## src/rtl/ps2_host_transmitter_pkg.sv

```systemverilog
// Shared encodings, command bytes and frame builder for the PS/2 host transmitter.
package ps2_host_transmitter_pkg;

    localparam logic [2:0] PS2_TX_IDLE      = 3'd0;
    localparam logic [2:0] PS2_TX_INHIBIT   = 3'd1;
    localparam logic [2:0] PS2_TX_REQ       = 3'd2;
    localparam logic [2:0] PS2_TX_SEND      = 3'd3;
    localparam logic [2:0] PS2_TX_ACK       = 3'd4;
    localparam logic [2:0] PS2_TX_WAIT_IDLE = 3'd5;
    localparam logic [2:0] PS2_TX_ERR       = 3'd6;

    localparam logic [7:0] PS2_CMD_SET_LEDS = 8'hED;
    localparam logic [7:0] PS2_CMD_ENABLE   = 8'hF4;
    localparam logic [7:0] PS2_CMD_RESET    = 8'hFF;

    localparam int unsigned TimerWidth = 20;
    localparam int unsigned FrameBits  = 10;

    typedef enum logic [2:0] {
        StIdle     = PS2_TX_IDLE,
        StInhibit  = PS2_TX_INHIBIT,
        StReq      = PS2_TX_REQ,
        StSend     = PS2_TX_SEND,
        StAck      = PS2_TX_ACK,
        StWaitIdle = PS2_TX_WAIT_IDLE,
        StErr      = PS2_TX_ERR
    } tx_state_e;

    // Bit 0 goes out first: d0..d7, odd parity, stop.
    function automatic logic [FrameBits-1:0] ps2_frame(input logic [7:0] data);
        return {1'b1, ~^data, data};
    endfunction

endpackage

```

## src/rtl/ps2_line_sync.sv

```systemverilog
// Two-flop synchronizer for one PS/2 pin with a registered falling-edge strobe.
module ps2_line_sync (
    input  logic clk,
    input  logic rst,
    input  logic line_in,
    output logic level,
    output logic fall
);

    logic s1_q, s1_d;
    logic s2_q, s2_d;
    logic prev_q, prev_d;
    logic fall_q, fall_d;

    always_comb begin
        s1_d   = line_in;
        s2_d   = s1_q;
        prev_d = s2_q;
        fall_d = prev_q & ~s2_q;
    end

    // Stages reset to 1 so a released line does not look like an edge.
    always_ff @(posedge clk) begin
        if (rst) begin
            s1_q   <= 1'b1;
            s2_q   <= 1'b1;
            prev_q <= 1'b1;
            fall_q <= 1'b0;
        end else begin
            s1_q   <= s1_d;
            s2_q   <= s2_d;
            prev_q <= prev_d;
            fall_q <= fall_d;
        end
    end

    assign level = s2_q;
    assign fall  = fall_q;

endmodule

```

## src/rtl/ps2_host_transmitter.sv

```systemverilog
// PS/2 host-to-device transmitter: request-to-send, framed byte, acknowledge check, timeouts.
module ps2_host_transmitter
    import ps2_host_transmitter_pkg::*;
#(
    parameter int unsigned INHIBIT_CYCLES = 5000,
    parameter int unsigned START_TIMEOUT  = 750000,
    parameter int unsigned XFER_TIMEOUT   = 100000
) (
    input  logic       clk,
    input  logic       rst,
    input  logic       tx_valid,
    input  logic [7:0] tx_data,
    output logic       tx_ready,
    input  logic       ps2_clk_in,
    input  logic       ps2_data_in,
    output logic       ps2_clk_oe,
    output logic       ps2_data_oe,
    output logic       tx_busy,
    output logic       tx_done,
    output logic       tx_error
);

    localparam logic [TimerWidth-1:0] InhibitLast = TimerWidth'(INHIBIT_CYCLES - 1);
    localparam logic [TimerWidth-1:0] StartLast   = TimerWidth'(START_TIMEOUT - 1);
    localparam logic [TimerWidth-1:0] XferLast    = TimerWidth'(XFER_TIMEOUT - 1);
    localparam logic [TimerWidth-1:0] TimerOne    = TimerWidth'(1);
    localparam logic [3:0]            LastEdge    = 4'd9;

    logic clk_level, clk_fall, data_level, data_fall_unused;

    tx_state_e             state_q, state_d;
    logic [TimerWidth-1:0] timer_q, timer_d;
    logic [3:0]            edge_cnt_q, edge_cnt_d;
    logic [FrameBits-1:0]  shreg_q, shreg_d;
    logic clk_oe_q, clk_oe_d;
    logic data_oe_q, data_oe_d;
    logic ready_q, ready_d;
    logic busy_q, busy_d;
    logic done_q, done_d;
    logic error_q, error_d;

    ps2_line_sync u_clk_sync (
        .clk     (clk),
        .rst     (rst),
        .line_in (ps2_clk_in),
        .level   (clk_level),
        .fall    (clk_fall)
    );

    ps2_line_sync u_data_sync (
        .clk     (clk),
        .rst     (rst),
        .line_in (ps2_data_in),
        .level   (data_level),
        .fall    (data_fall_unused)
    );

    always_comb begin
        state_d    = state_q;
        timer_d    = timer_q + TimerOne;
        edge_cnt_d = edge_cnt_q;
        shreg_d    = shreg_q;
        data_oe_d  = data_oe_q;
        done_d     = 1'b0;

        unique case (state_q)
            StIdle: begin
                timer_d    = '0;
                edge_cnt_d = 4'd0;
                if (tx_valid && ready_q) begin
                    state_d = StInhibit;
                    shreg_d = ps2_frame(tx_data);
                end
            end
            StInhibit: begin
                if (timer_q >= InhibitLast) state_d = StReq;
            end
            StReq: begin
                state_d = StSend;
            end
            StSend: begin
                // Timeouts take priority over a coincident clock edge.
                if (edge_cnt_q == 4'd0 && timer_q >= StartLast) begin
                    state_d = StErr;
                end else if (edge_cnt_q != 4'd0 && timer_q >= XferLast) begin
                    state_d = StErr;
                end else if (clk_fall) begin
                    data_oe_d  = ~shreg_q[0];
                    shreg_d    = {1'b0, shreg_q[FrameBits-1:1]};
                    edge_cnt_d = edge_cnt_q + 4'd1;
                    if (edge_cnt_q == 4'd0) timer_d = '0;
                    if (edge_cnt_q == LastEdge) state_d = StAck;
                end
            end
            StAck: begin
                if (timer_q >= XferLast) begin
                    state_d = StErr;
                end else if (clk_fall) begin
                    edge_cnt_d = edge_cnt_q + 4'd1;
                    state_d    = data_level ? StErr : StWaitIdle;
                end
            end
            StWaitIdle: begin
                if (clk_level && data_level) begin
                    state_d = StIdle;
                    done_d  = 1'b1;
                end
            end
            StErr: begin
                state_d = StIdle;
            end
            default: begin
                state_d = StIdle;
            end
        endcase

        // The transfer timeout keeps counting across SEND -> ACK.
        if (state_d != state_q && !(state_q == StSend && state_d == StAck)) timer_d = '0;

        if (state_d != StSend) data_oe_d = (state_d == StReq);
        clk_oe_d = (state_d == StInhibit) || (state_d == StReq);
        ready_d  = (state_d == StIdle) && !done_d;
        busy_d   = (state_d != StIdle);
        error_d  = (state_d == StErr);
    end

    always_ff @(posedge clk) begin
        if (rst) begin
            state_q    <= StIdle;
            timer_q    <= '0;
            edge_cnt_q <= 4'd0;
            shreg_q    <= '0;
            clk_oe_q   <= 1'b0;
            data_oe_q  <= 1'b0;
            ready_q    <= 1'b1;
            busy_q     <= 1'b0;
            done_q     <= 1'b0;
            error_q    <= 1'b0;
        end else begin
            state_q    <= state_d;
            timer_q    <= timer_d;
            edge_cnt_q <= edge_cnt_d;
            shreg_q    <= shreg_d;
            clk_oe_q   <= clk_oe_d;
            data_oe_q  <= data_oe_d;
            ready_q    <= ready_d;
            busy_q     <= busy_d;
            done_q     <= done_d;
            error_q    <= error_d;
        end
    end

    assign ps2_clk_oe  = clk_oe_q;
    assign ps2_data_oe = data_oe_q;
    assign tx_ready    = ready_q;
    assign tx_busy     = busy_q;
    assign tx_done     = done_q;
    assign tx_error    = error_q;

endmodule

```

## config.mk

```make
export PLATFORM = sky130hd
export DESIGN_NAME = ps2_host_transmitter
export DESIGN_NICKNAME = d
export VERILOG_FILES = /design/src/rtl/ps2_host_transmitter_pkg.sv /design/src/rtl/ps2_line_sync.sv /design/src/rtl/ps2_host_transmitter.sv
export SDC_FILE = /design/constraint.sdc
export NUM_CORES = 1
export LEC_CHECK = 0
export CAP_MARGIN = 20
export CORE_MARGIN = 3
export CORE_UTILIZATION = 30
export CTS_BUF_LIST = sky130_fd_sc_hd__clkbuf_16
export CTS_CLUSTER_SIZE = 30
export DETAILED_ROUTE_END_ITERATION = 10
export PLACE_DENSITY_LB_ADDON = 0.25
export SLEW_MARGIN = 30
export SYNTH_ARGS = -nofsm -noshare
export SYNTH_HDL_FRONTEND = slang
export SYNTH_SLANG_ARGS = --single-unit
export TNS_END_PERCENT = 5
```

## constraint.sdc

```tcl
create_clock -name clk -period 2.11 [get_ports clk]
set_input_delay 0.211 -clock clk [delete_from_list [all_inputs] [get_ports clk]]
set_output_delay 0.211 -clock clk [all_outputs]
set_load 0.01 [all_outputs]
```

==> metrics.md <==
| Metric | Value |
|---|---|
| Status | complete, no violations |
| CTS root buf | clkbuf_16 |
| IR Drop Worst-Case VDD | 0.0003509 V |
| Max-Cap Viols | 0 |
| CP startpoint kind | flip-flop |
| Arr. time, crit path | 2.19 ns |
| Power Total | 2.335 mW |
| Final net count | 373 |
| Synthesized area | 0.002907 mm2 |
| CP required | 2.28 ns |
| Dpl cells | 473 |
| Most used flip-flop cell after synthesis | dfxtp_1 |
| CP endpoint kind | flip-flop |
| Final HPWL DP | 4728 um |
| Seq. cell area | 998.5 um2 |
| Crit path to | ps2_data_oe |
| GR Util met1 | 18.15% |
| Initial DRC Count | 146 |
| Drt wl/cell | 14.04 um |
| Site Rows | 35 |
| Post-synth net total | 331 |
| DR vias | 2543 |
| Synth warn | 0 |
| Largest family of logic cells by synthesized area | compound AO/OA/AOI/OAI gates |
| Flops & latches, synth | 49 |
| Largest net degree at the start of global routing | 29 |
| Adder-Cell Fraction of Synth Area | 1.722% |
| Reg clk slew, reported paths | 0.06 ns |
| Global-route wire length before repair | 11250 um |
| Period utilisation layout | 95.74% |
| Starting Density | 31.16% |
| R2R Path Start | timer_q[1] |
| Core Area | 0.009328 mm2 |
| Clock Sinks | 49 |
| Worst hold path type | reg -> reg |
| Post-route antenna net violation count | 0 |
| Total GRT Usage | 12.30% |
| Grt met2 use | 18.17% |
| Worst r2r path cells | 10 |
| Synth Area in Compound Gates | 28.24% |
| Slew margin rel. | 69.00% |
| Design area | 0.003756 mm2 |
| Setup ws final | 0.08984 ns |
| DR pass1 iterations | 4 |
| Place WS | -0.04530 ns |
| Commonest cells after routing, fill and taps aside | dfxtp_1, buf_4, a211oi_2, nand2_1 |
| Worst R2R End | ps2_data_oe |
| Most Crowded Layer GR | met2 |
| Leakage power figure | 1.329 nW |
| Multi-input gate area | 0.001844 mm2 |
| Met3 GRT Util | 2.235% |
| CP Launch Point | timer_q[1] |
| Final GP Congestion | 0.8209 |
| Total CTS buffers | 5 |
| Final Hold Fails | 0 |
| DRT Wirelength | 6824 um |
| Die H | 104.4 um |
| Fillers | 915 |
| Synth Area per Inst | 9.256 um2 |
| Gate Count Post-Synth | 314 |
| Worst skew pair latency | 0.29 ns |
| CTS tree | done |
| PortBufs | 18 |
| Fin util | 40.27% |
| Final setup viols | 0 |
| Vias/cell | 5.233 |
| CP Max Fanout | 4 |
| Fmax achieved | 495.0 MHz |
| Vias in the first global route | 2283 |
| Max Slew Vio Count | 0 |
| Initial antenna violation count | 0 |
| N_diodes | 0 |
| R2r setup slk | 0.09 ns |
| Netlist cell types | 62 |
| Tmin final | 2.020 ns |
| Mux cell area share after synthesis | 2.755% |
| Layout area overhead | 29.23% |
| Synth Area in Simple Gates | 20.23% |
| Sequential fraction of the synthesis area | 33.75% |
| DP Area | 0.003407 mm2 |
| Die area | 0.01091 mm2 |
| Post-synth ARST share | 0% |
| Setup Crit Path Kind | reg -> reg |
| Pwr/cell area | 621.7 mW/mm2 |
| CTS H-Tree Depth | 2 |
| CTS max path bufs | 2 |
| Fraction of layout cells with a size suffix above 1 | 31.65% |
| Clock Skew | 0.006283 ns |
| Unrepaired setup endpoints after global routing | true |
| Die width | 104.4 um |
| EDFF count, synth | 0 |
| Post-route DRC | 0 |
| Post-synthesis xor/xnor area fraction | 7.533% |
| Most common cell after layout, fill and taps aside | dfxtp_1 |
| IO Pins | 19 |
| GRT overflow | 0 |
| Finished Layout Cells | 486 |
| Worst-Margin Slew | 0.4632 ns |
| Hold path cells | 2 |
[routing by layer]
| layer | share of wire, % | wire length (um) |
|---|---|---|
| met1 | 51 | 3510 |
| met2 | 44 | 3029 |
| met3 | 2.8 | 192 |
| met4 | 1.3 | 91 |
| met5 | 0 | 0 |
[per-stage QoR]
step                hold slack, ns  setup TNS, ns
floorplan                   0.3148              0
global placement            0.4006              0
detailed placement          0.3969        -0.1045
CTS                         0.4123       -0.02571
global route                0.4307        -0.2052
finish                      0.4085              0
[power by group]
group	leakage [nW]	switching (mW)	internal, mW
Combinational	0.831	0.180	0.154
Clock	0.0938	0.341	0.677
Sequential	0.405	0.0243	0.959
[critical path: stages, from the launching register on]
cell and delay (ns):
dfxtp_2 0.34, ha_4 0.16, and3_4 0.19, a311oi_4 0.28, buf_4 0.17, o211a_4 0.18
a21oi_2 0.04, buf_4 0.13, buf_4 0.13, nor3b_2 0.24, a2111oi_4 0.05
[cell usage after synthesis, types with 4 or more instances]
library cell / n / area share, %
ha_1: 4 / 1.7
or2_2: 6 / 1.3
xor2_1: 7 / 2.1
nor4_1: 7 / 1.5
dfxtp_1: 49 / 34
buf_6: 4 / 1.5
clkbuf_1: 6 / 0.77
nand4_1: 6 / 1.3
a311oi_1: 9 / 2.7
a211oi_2: 22 / 9.5
a21oi_1: 16 / 2.8
and2_1: 4 / 0.86
xnor2_1: 18 / 5.4
nor3_1: 4 / 0.69
buf_2: 7 / 1.2
mux2i_1: 8 / 2.8
nand3_1: 14 / 2.4
o21ai_0: 6 / 1.0
o211ai_1: 4 / 1.0
inv_1: 12 / 1.5
nor2_1: 18 / 2.3
nand2_1: 23 / 3.0
and3_1: 6 / 1.3
[registers in the layout (all words and copies together), names as in the netlist]
name / flops
edge_cnt_q: 4
u_data_sync.level: 1
ps2_clk_oe: 1
u_clk_sync.fall: 1
timer_q: 20
tx_busy: 1
shreg_q: 10
tx_error: 1
tx_done: 1
u_data_sync.s1_q: 1
u_clk_sync.prev_q: 1
ps2_data_oe: 1
state_q: 3
tx_ready: 1
u_clk_sync.level: 1
u_clk_sync.s1_q: 1
[cell type report]
cell class | count | area share, %
Clock buffer | 5 | 3.331
Clock inverter | 3 | 1.732
Inverter | 12 | 1.199
Multi-Input combinational cell | 233 | 49.10
Sequential cell | 49 | 26.58
Tap cell | 129 | 4.297
Timing Repair Buffer | 55 | 13.76
[worst min path at each step]
stage | from | end | slack, ns
after floorplan | ps2_clk_in | u_clk_sync.s1_q | 0.31
after global placement | u_clk_sync.prev_q | u_clk_sync.fall | 0.40
after detailed placement | u_clk_sync.s1_q | u_clk_sync.level | 0.40
after CTS | u_clk_sync.prev_q | u_clk_sync.fall | 0.41
after global routing | u_clk_sync.s1_q | u_clk_sync.level | 0.43
final | u_clk_sync.prev_q | u_clk_sync.fall | 0.41
[kinds of logic after synthesis]
kind of cell | after synthesis
buffers and inverters | 32
muxes | 8
xor gates and xnor gates | 25
AOI/OAI and AO/OA | 89
DFF | 49
and+or+nand+nor | 107
adders and majority gates | 4
[repair_timing]
item	in CTS	in global routing
pin swaps	5	13
hold buffers	0	0
setup buffers	2	2
setup endpoints to repair	24	38
hold endpoints to repair	0	0
gates resized for setup	6	23
gates cloned	0	1
Power figures use the tool's default switching activity.
